$ cat src/rtl/seq_alu.sv
// seq_alu: registered WIDTH-bit ALU with persistent flags and
// a shift-add multiplier behind a valid/ready handshake.
module seq_alu #(
  parameter int WIDTH = 8,
  parameter int CNT_W = $clog2(WIDTH) + 1
) (
  input  logic             clk,
  input  logic             rst_n,
  input  logic             in_valid,
  output logic             in_ready,
  input  logic [2:0]       op,
  input  logic [WIDTH-1:0] a,
  input  logic [WIDTH-1:0] b,
  output logic             out_valid,
  output logic [WIDTH-1:0] result,
  output logic [WIDTH-1:0] result_hi,
  output logic             zero,
  output logic             carry,
  output logic             overflow,
  output logic             sign
);

  typedef enum logic [1:0] {
    S_IDLE,
    S_MUL,
    S_DONE
  } state_t;

  localparam logic [2:0] OP_PASS = 3'd0;
  localparam logic [2:0] OP_ADD  = 3'd1;
  localparam logic [2:0] OP_SUB  = 3'd2;
  localparam logic [2:0] OP_ADC  = 3'd3;
  localparam logic [2:0] OP_SBC  = 3'd4;
  localparam logic [2:0] OP_AND  = 3'd5;
  localparam logic [2:0] OP_OR   = 3'd6;
  localparam logic [2:0] OP_MUL  = 3'd7;

  localparam int PW = 2 * WIDTH;
  localparam logic [CNT_W-1:0] LAST = CNT_W'(WIDTH - 1);

  state_t           state_q, state_d;
  logic             out_valid_q, out_valid_d;
  logic [WIDTH-1:0] result_q, result_d;
  logic [WIDTH-1:0] result_hi_q, result_hi_d;
  logic             z_q, z_d;
  logic             c_q, c_d;
  logic             v_q, v_d;
  logic             n_q, n_d;
  logic [PW-1:0]    mcand_q, mcand_d;
  logic [WIDTH-1:0] mplier_q, mplier_d;
  logic [PW-1:0]    acc_q, acc_d;
  logic [CNT_W-1:0] cnt_q, cnt_d;

  logic             accept;
  logic [WIDTH-1:0] b_op;
  logic             c_in;
  logic [WIDTH:0]   sum;
  logic             v_arith;
  logic [WIDTH-1:0] alu_res;
  logic [PW-1:0]    acc_nxt;

  assign in_ready = (state_q != S_MUL);
  assign accept   = in_valid & in_ready;

  // Subtraction is a + ~b + carry-in, so carry out means "no borrow".
  always_comb begin
    b_op = b;
    c_in = 1'b0;
    unique case (op)
      OP_SUB: begin
        b_op = ~b;
        c_in = 1'b1;
      end
      OP_ADC: c_in = c_q;
      OP_SBC: begin
        b_op = ~b;
        c_in = c_q;
      end
      default: ;
    endcase
    sum = {1'b0, a} + {1'b0, b_op} + {{WIDTH{1'b0}}, c_in};
    v_arith = (a[WIDTH-1] == b_op[WIDTH-1]) &&
              (sum[WIDTH-1] != a[WIDTH-1]);
  end

  always_comb begin
    alu_res = b;
    unique case (op)
      OP_ADD, OP_SUB, OP_ADC, OP_SBC: alu_res = sum[WIDTH-1:0];
      OP_AND:  alu_res = a & b;
      OP_OR:   alu_res = a | b;
      default: alu_res = b;
    endcase
  end

  assign acc_nxt = mplier_q[0] ? acc_q + mcand_q : acc_q;

  always_comb begin
    state_d     = state_q;
    out_valid_d = 1'b0;
    result_d    = result_q;
    result_hi_d = result_hi_q;
    z_d         = z_q;
    c_d         = c_q;
    v_d         = v_q;
    n_d         = n_q;
    mcand_d     = mcand_q;
    mplier_d    = mplier_q;
    acc_d       = acc_q;
    cnt_d       = cnt_q;
    unique case (state_q)
      S_IDLE, S_DONE: begin
        state_d = S_IDLE;
        if (accept) begin
          if (op == OP_MUL) begin
            state_d  = S_MUL;
            mcand_d  = {{WIDTH{1'b0}}, a};
            mplier_d = b;
            acc_d    = '0;
            cnt_d    = '0;
          end else begin
            state_d     = S_DONE;
            out_valid_d = 1'b1;
            result_d    = alu_res;
            result_hi_d = '0;
            z_d         = (alu_res == '0);
            n_d         = alu_res[WIDTH-1];
            if (op inside {OP_ADD, OP_SUB, OP_ADC, OP_SBC}) begin
              c_d = sum[WIDTH];
              v_d = v_arith;
            end
          end
        end
      end
      S_MUL: begin
        acc_d    = acc_nxt;
        mcand_d  = mcand_q << 1;
        mplier_d = mplier_q >> 1;
        cnt_d    = cnt_q + 1'b1;
        if (cnt_q == LAST) begin
          state_d     = S_DONE;
          out_valid_d = 1'b1;
          result_d    = acc_nxt[WIDTH-1:0];
          result_hi_d = acc_nxt[PW-1:WIDTH];
          z_d         = (acc_nxt == '0);
          n_d         = acc_nxt[PW-1];
          c_d         = (acc_nxt[PW-1:WIDTH] != '0);
          v_d         = 1'b0;
        end
      end
      default: state_d = S_IDLE;
    endcase
  end

  always_ff @(posedge clk or negedge rst_n) begin
    if (!rst_n) begin
      state_q     <= S_IDLE;
      out_valid_q <= 1'b0;
      result_q    <= '0;
      result_hi_q <= '0;
      z_q         <= 1'b0;
      c_q         <= 1'b0;
      v_q         <= 1'b0;
      n_q         <= 1'b0;
      mcand_q     <= '0;
      mplier_q    <= '0;
      acc_q       <= '0;
      cnt_q       <= '0;
    end else begin
      state_q     <= state_d;
      out_valid_q <= out_valid_d;
      result_q    <= result_d;
      result_hi_q <= result_hi_d;
      z_q         <= z_d;
      c_q         <= c_d;
      v_q         <= v_d;
      n_q         <= n_d;
      mcand_q     <= mcand_d;
      mplier_q    <= mplier_d;
      acc_q       <= acc_d;
      cnt_q       <= cnt_d;
    end
  end

  assign out_valid = out_valid_q;
  assign result    = result_q;
  assign result_hi = result_hi_q;
  assign zero      = z_q;
  assign carry     = c_q;
  assign overflow  = v_q;
  assign sign      = n_q;

endmodule
$ cat config.mk
export PLATFORM = sky130hd
export DESIGN_NAME = seq_alu
export DESIGN_NICKNAME = d
export VERILOG_FILES = /design/src/rtl/seq_alu.sv
export SDC_FILE = /design/constraint.sdc
export NUM_CORES = 1
export LEC_CHECK = 0
export ABC_AREA = 1
export CAP_MARGIN = 15
export CORE_UTILIZATION = 63
export DETAILED_ROUTE_END_ITERATION = 8
export PLACE_DENSITY = 0.82
export REMOVE_ABC_BUFFERS = 1
export SYNTH_ARGS = -nofsm -noshare
export SYNTH_HDL_FRONTEND = slang
export SYNTH_SLANG_ARGS = --single-unit
$ cat constraint.sdc
create_clock -name clk -period 3.9 [get_ports clk]
set_clock_uncertainty 0.1 [all_clocks]
set_input_delay 0.78 -clock clk [delete_from_list [all_inputs] [get_ports clk]]
set_output_delay 0.78 -clock clk [all_outputs]
set_load 0.02 [all_outputs]
# Yosys cells after proc, flatten, opt, wreduce, memory -nomap -nowiden
# Index checks and enable logic that the tools add are counted.
dict set report classes {
  addsub 4
  n_eq_ne 18
  mux 50
  n_bitwise 4
  n_reduce_logical 14
}
# cell count
set ops {}
lappend ops {{16-bit 2-to-1 mux} 5}
lappend ops {{8-bit 2-to-1 mux} 9}
lappend ops {{16-bit one-hot mux with 2 select lines} 2}
lappend ops {{8-bit one-hot mux with 2 select lines} 3}
lappend ops {{8-bit one-hot mux with 3 select lines} 1}
lappend ops {{1-bit 2-to-1 mux} 17}
lappend ops {{16-bit adder} 1}
lappend ops {{16-bit zero test} 1}
lappend ops {{3-bit == test, second input constant} 4}
lappend ops {{1-bit one-hot mux with 2 select lines} 6}
lappend ops {{2-bit inequality test, second input constant} 5}
lappend ops {{8-bit by 8-bit adder with 9-bit output} 1}
lappend ops {{9-bit by 1-bit adder with 9-bit output} 1}
lappend ops {{8-bit bitwise AND} 1}
lappend ops {{8-bit zero test} 1}
lappend ops {{4-bit 2-to-1 mux} 2}
lappend ops {{8-bit inverter} 1}
lappend ops {{8-bit OR} 1}
lappend ops {{4-bit one-hot mux with 2 select lines} 1}
lappend ops {{8-bit nonzero test} 1}
lappend ops {{3-bit by 2-bit == test with 1-bit output, second input constant} 2}
lappend ops {{2-bit 2-to-1 mux} 3}
lappend ops {{2-bit OR reduction} 3}
lappend ops {{5-bit AND reduction} 1}
lappend ops {{other kinds (17)} 17}
dict set report word_totals {
  reg_bits 67
  input_bits 22
  out_inout_bits 22
  elab_cells 102
}

# Longest topological paths before layout
dict set report depth {
  word_depth 11
  depth_mapped 20
  ltp_nobuf 19
}

# Least setup slack after synthesis
# No wires, ideal clock.
dict set report synth_path {
  kind {input-to-reg}
  startpoint {input op[2]}
  endpoint {register z_q (netlist: zero)}
  setup_time_ns 0.077
  arrival_ns 3.287
  required_time_ns 3.723
  slack_ns 0.436
  stages 17
  path_buffers 1
  cell_sequence {buf_4 inv_1 nand3_1 nand2_1 xor2_1 fa_1 fa_1 or2_2 nand3_1 nand2_1 nor2_1 nand2_1 nor2_1 nand4_1 nand2_1 inv_1 a21oi_1}
}
dict set report synth_via {
  elab_chain_cells 10
  word_cells_on_any_way 21
  cone_classes {add/sub (2); eq/ne (8); mux (6); reduce/logical (5)}
}
# element line_no
set synth_rtl {}
lappend synth_rtl {{start: declaration} 11} ;# input logic [2:0] op,
lappend synth_rtl {{3-bit by 2-bit == test with 1-bit output or 3-bit == test (tied branches)} {69, 88}}
lappend synth_rtl {{2-bit OR reduction (no source line)} -}
lappend synth_rtl {{8-bit 2-to-1 mux} -}
lappend synth_rtl {{8-bit by 8-bit adder with 9-bit output} 81} ;# sum = {1'b0, a} + {1'b0, b_op} + {{WIDTH{1'b0}}, c_in};
lappend synth_rtl {{9-bit by 1-bit adder with 9-bit output} 81}
lappend synth_rtl {{8-bit one-hot mux with 3 select lines} 88} ;# unique case (op)
lappend synth_rtl {{8-bit zero test} 126} ;# z_d = (alu_res == '0);
lappend synth_rtl {{1-bit 2-to-1 mux} 115} ;# if (op == OP_MUL) begin
lappend synth_rtl {{1-bit 2-to-1 mux} 114} ;# if (accept) begin
lappend synth_rtl {{1-bit one-hot mux with 2 select lines} 111} ;# unique case (state_q)
lappend synth_rtl {{end signal: assignment} 174} ;# z_q <= z_d;
lappend synth_rtl {{end: declaration} 45} ;# logic z_q, z_d;
# Parallel ways exist; a longest one is shown, timed or not. The select of a mux whose other input is x is not followed.
# A chain may end at the register's enable or synchronous reset.

# Final worst setup path
dict set report layout_path {
  startpoint {input op[0]}
  endpoint {register z_q (netlist: zero)}
}
# Same word-level chain as after synthesis.

==> flow_summary.yaml <==
cells_and_area:
  areaGrowthSynthToFinish_pct: 14.8
  nNetsFinal: 778
  nFillCells: 588
  insertedDiodeCount: 0
  stdcell_count: 834
  final_cell_mix: "207 x nand2_1, 108 x inv_1, 67 x dfrtp_1, 51 x nand3_1, 44 x o21ai_0"
  final_common_cell: "nand2_1"
  multi_input_area_mm2: 0.00255
  regArea_mm2: 0.00168
  layout-drive-gt1-share_pct: 7.21
timing:
  fmax_ghz: 0.286
  rsz0062_at_grt: "no"
  setup_viol: 0
  drv_slew: 0
  min_period_over_period_pct: 89.6
  worst_pin_slew_ns: 0.691
  period_minus_slack_ns: 3.49
  slew_headroom_pct: 53.9
  setup_tns_ns: 0
  setup_ws_ns: 0.406
  final_hold_viol_count: 0
logic_synthesis:
  yosys_warnings: 0
  ys_seq_area_share_pct: 35.1
  synth-edff-count: 0
  synthArstFlopShare_pct: 100
  syn_inst: 686
  synth_flop_cell: "dfrtp_1"
  synth.cell_area_mm2: 0.00477
  avgSynthCellArea_um2: 6.95
  synth-seq-cells: 67
  synth_cell_types: 42
drt:
  ant_nets: 0
  num_vias: 4653
  avgViaCountPerCell: 5.58
  wirelength_um: 12500
  routedWlPerCell_um: 15.0
  drc: 0
  detailedRoute.firstPassIterationCount: 5
  drtIter0Drc: 399
power:
  clockPowerShare_pct: 16.8
  seq_power_share_pct: 32.7
  p_sw_share_pct: 45.4
  vdd_drop_max_uv: 311
  intPower_mw: 1.88
  switching_power_mw: 1.56
  powerDensity_mw_per_mm2: 627
  power_mw: 3.44
  p_leak_nw: 2.85
  p_comb_share_pct: 50.4
hold_path:
  hold_path_class: "in2async"
global_routing:
  grt_pass1_wl_um: 20000
  grt_max_degree: 50
  overflow: 0
  grt_use_total_pct: 33.3
  grt_pass1_vias: 4320
  antenna_found_initial: 0
clocking:
  cts.hold.buffers_added: 0
  cts_buffer_depth: 2
  root_buffer: "clkbuf_8"
  htreeDepth: 3
  cts_tree: "yes"
  cts_setup_buffers: 0
  cts_buffers: 9
  worstSkewPairLatency_ns: 0.35
  cts.sinks: 67
  clk_pin_slew_worst_paths_ns: 0.08
  cts_resized: 0
floorplan:
  die_w_um: 89.0
  start_util_pct: 65.4
  dieArea_mm2: 0.00792
  ios: 44
  die_h_um: 89.0
  rows: 31
  core_mm2: 0.00729
setup_path:
  worst-path-max-fanout: 4
  worstSetupEndpointType: "flip-flop"
  worst_ep_arrival_time_ns: 3.66
  path_class: "in2reg"
  start_kind: "primary input"
  worstPathRequired_ns: 4.07
run:
  drv_cap: 0
placed_design:
  placed_cells: 818
  dp_slack_ns: 0.0604
  port-buffer-count: 43
  dp.final_hpwl_um: 9540
  finalWeightedCongestion: 0.874
outcome:
  status: "finished, final reports clean"
worst paths after layout:
check                        startpoint  cells past startpoint  slack, ns            to
max                               op[0]                     17       0.41          zero
min                               rst_n                      1       0.36   mcand_q[13]
max reg2reg                       carry                     13       1.25          zero
min reg2reg                result_hi[7]                      2       0.39  result_hi[7]
max in group asynchronous         rst_n                      2       2.39    mcand_q[4]
min in group clk           result_hi[7]                      2       0.39  result_hi[7]
flip-flops by register name (all words and copies together), names as in the netlist:
name       cells
sign           1
cnt_q          4
mplier_q       8
overflow       1
out_valid      1
mcand_q       16
result         8
state_q        2
acc_q         16
zero           1
carry          1
result_hi      8
synth_stat cells, types with 2 or more instances:
cell type / n / share of area, %
a21oi_1: 15 / 1.6
a31oi_1: 6 / 0.79
and2_1: 5 / 0.66
buf_2: 4 / 0.42
buf_4: 5 / 0.79
buf_6: 2 / 0.47
clkbuf_1: 7 / 0.55
dfrtp_1: 67 / 35
fa_1: 3 / 1.3
ha_1: 23 / 6.0
inv_1: 108 / 8.5
inv_2: 5 / 0.39
nand2_1: 207 / 16
nand2_2: 3 / 0.39
nand2_4: 2 / 0.47
nand3_1: 51 / 5.4
nand3b_1: 2 / 0.31
nand4_1: 8 / 1.0
nor2_1: 43 / 3.4
nor2_2: 5 / 0.66
o211ai_1: 15 / 2.4
o21ai_0: 44 / 4.6
o21ai_1: 9 / 0.94
o21ai_2: 3 / 0.55
o22ai_1: 12 / 1.6
o31ai_1: 2 / 0.31
or2_2: 4 / 0.52
xnor2_1: 4 / 0.73
xor2_1: 9 / 1.7
metal layers:
layer | part of all wire, % | GRT usage (%)
met3 | 5.9 | 5.91
met2 | 50 | 58.1
met5 | 0 | 0
met1 | 43 | 43.8
met4 | 1.4 | 6.93
power groups by stage:
stage	logic (mW)	clock network, mW	registers (mW)
6_report	1.73	0.579	1.12
5_1_grt	1.97	0.611	1.15
4_1_cts	1.72	0.582	1.12
3_5_place_dp	1.70	0	1.13
3_3_place_gp	1.65	0	1.12
2_1_floorplan	1.15	0	1.15
final cells by class:
class                           count  share of cell area (%)
Clock buffer                       10                    2.33
Clock inverter                      6                    1.19
Inverter                          114                    7.83
Multi-Input combinational cell    485                    46.6
Sequential cell                    67                    30.6
Tap cell                           99                    2.26
Timing Repair Buffer               53                    9.14
logic make-up (layout without fill, tap and decap cells):
group / count (synthesis) / in the layout / share of synthesized area, %
and+or+nand+nor: 334 / 334 / 30.0
buffers and inverters: 134 / 183 / 11.4
AOI/OAI and AO/OA: 112 / 112 / 13.8
DFF: 67 / 67 / 35.1
adders and majority gates: 26 / 26 / 7.29
xor gates and xnor gates: 13 / 13 / 2.39
per-stage QoR:
step	util [%]	cell area (um^2)	hold slack, ns
2_1_floorplan	-	4660	0.370
3_3_place_gp	72.5	5290	0.374
3_5_place_dp	72.5	5290	0.381
4_1_cts	75.1	5480	0.374
5_1_grt	75.1	5480	0.422
6_report	75.1	5480	0.365
worst max-delay path, stage by stage:
cell	delay, ns
clkdlybuf4s50_1	0.54
inv_1	0.08
nand3_1	0.10
nand2_1	0.08
xor2_1	0.16
fa_1	0.48
fa_1	0.44
or2_2	0.31
nand3_1	0.08
nand2_1	0.07
nor2_1	0.09
nand2_1	0.05
nor2_1	0.08
nand4_1	0.09
nand2_1	0.06
inv_1	0.04
a21oi_1	0.13
No activity file was read; power rests on OpenSTA's default activity.
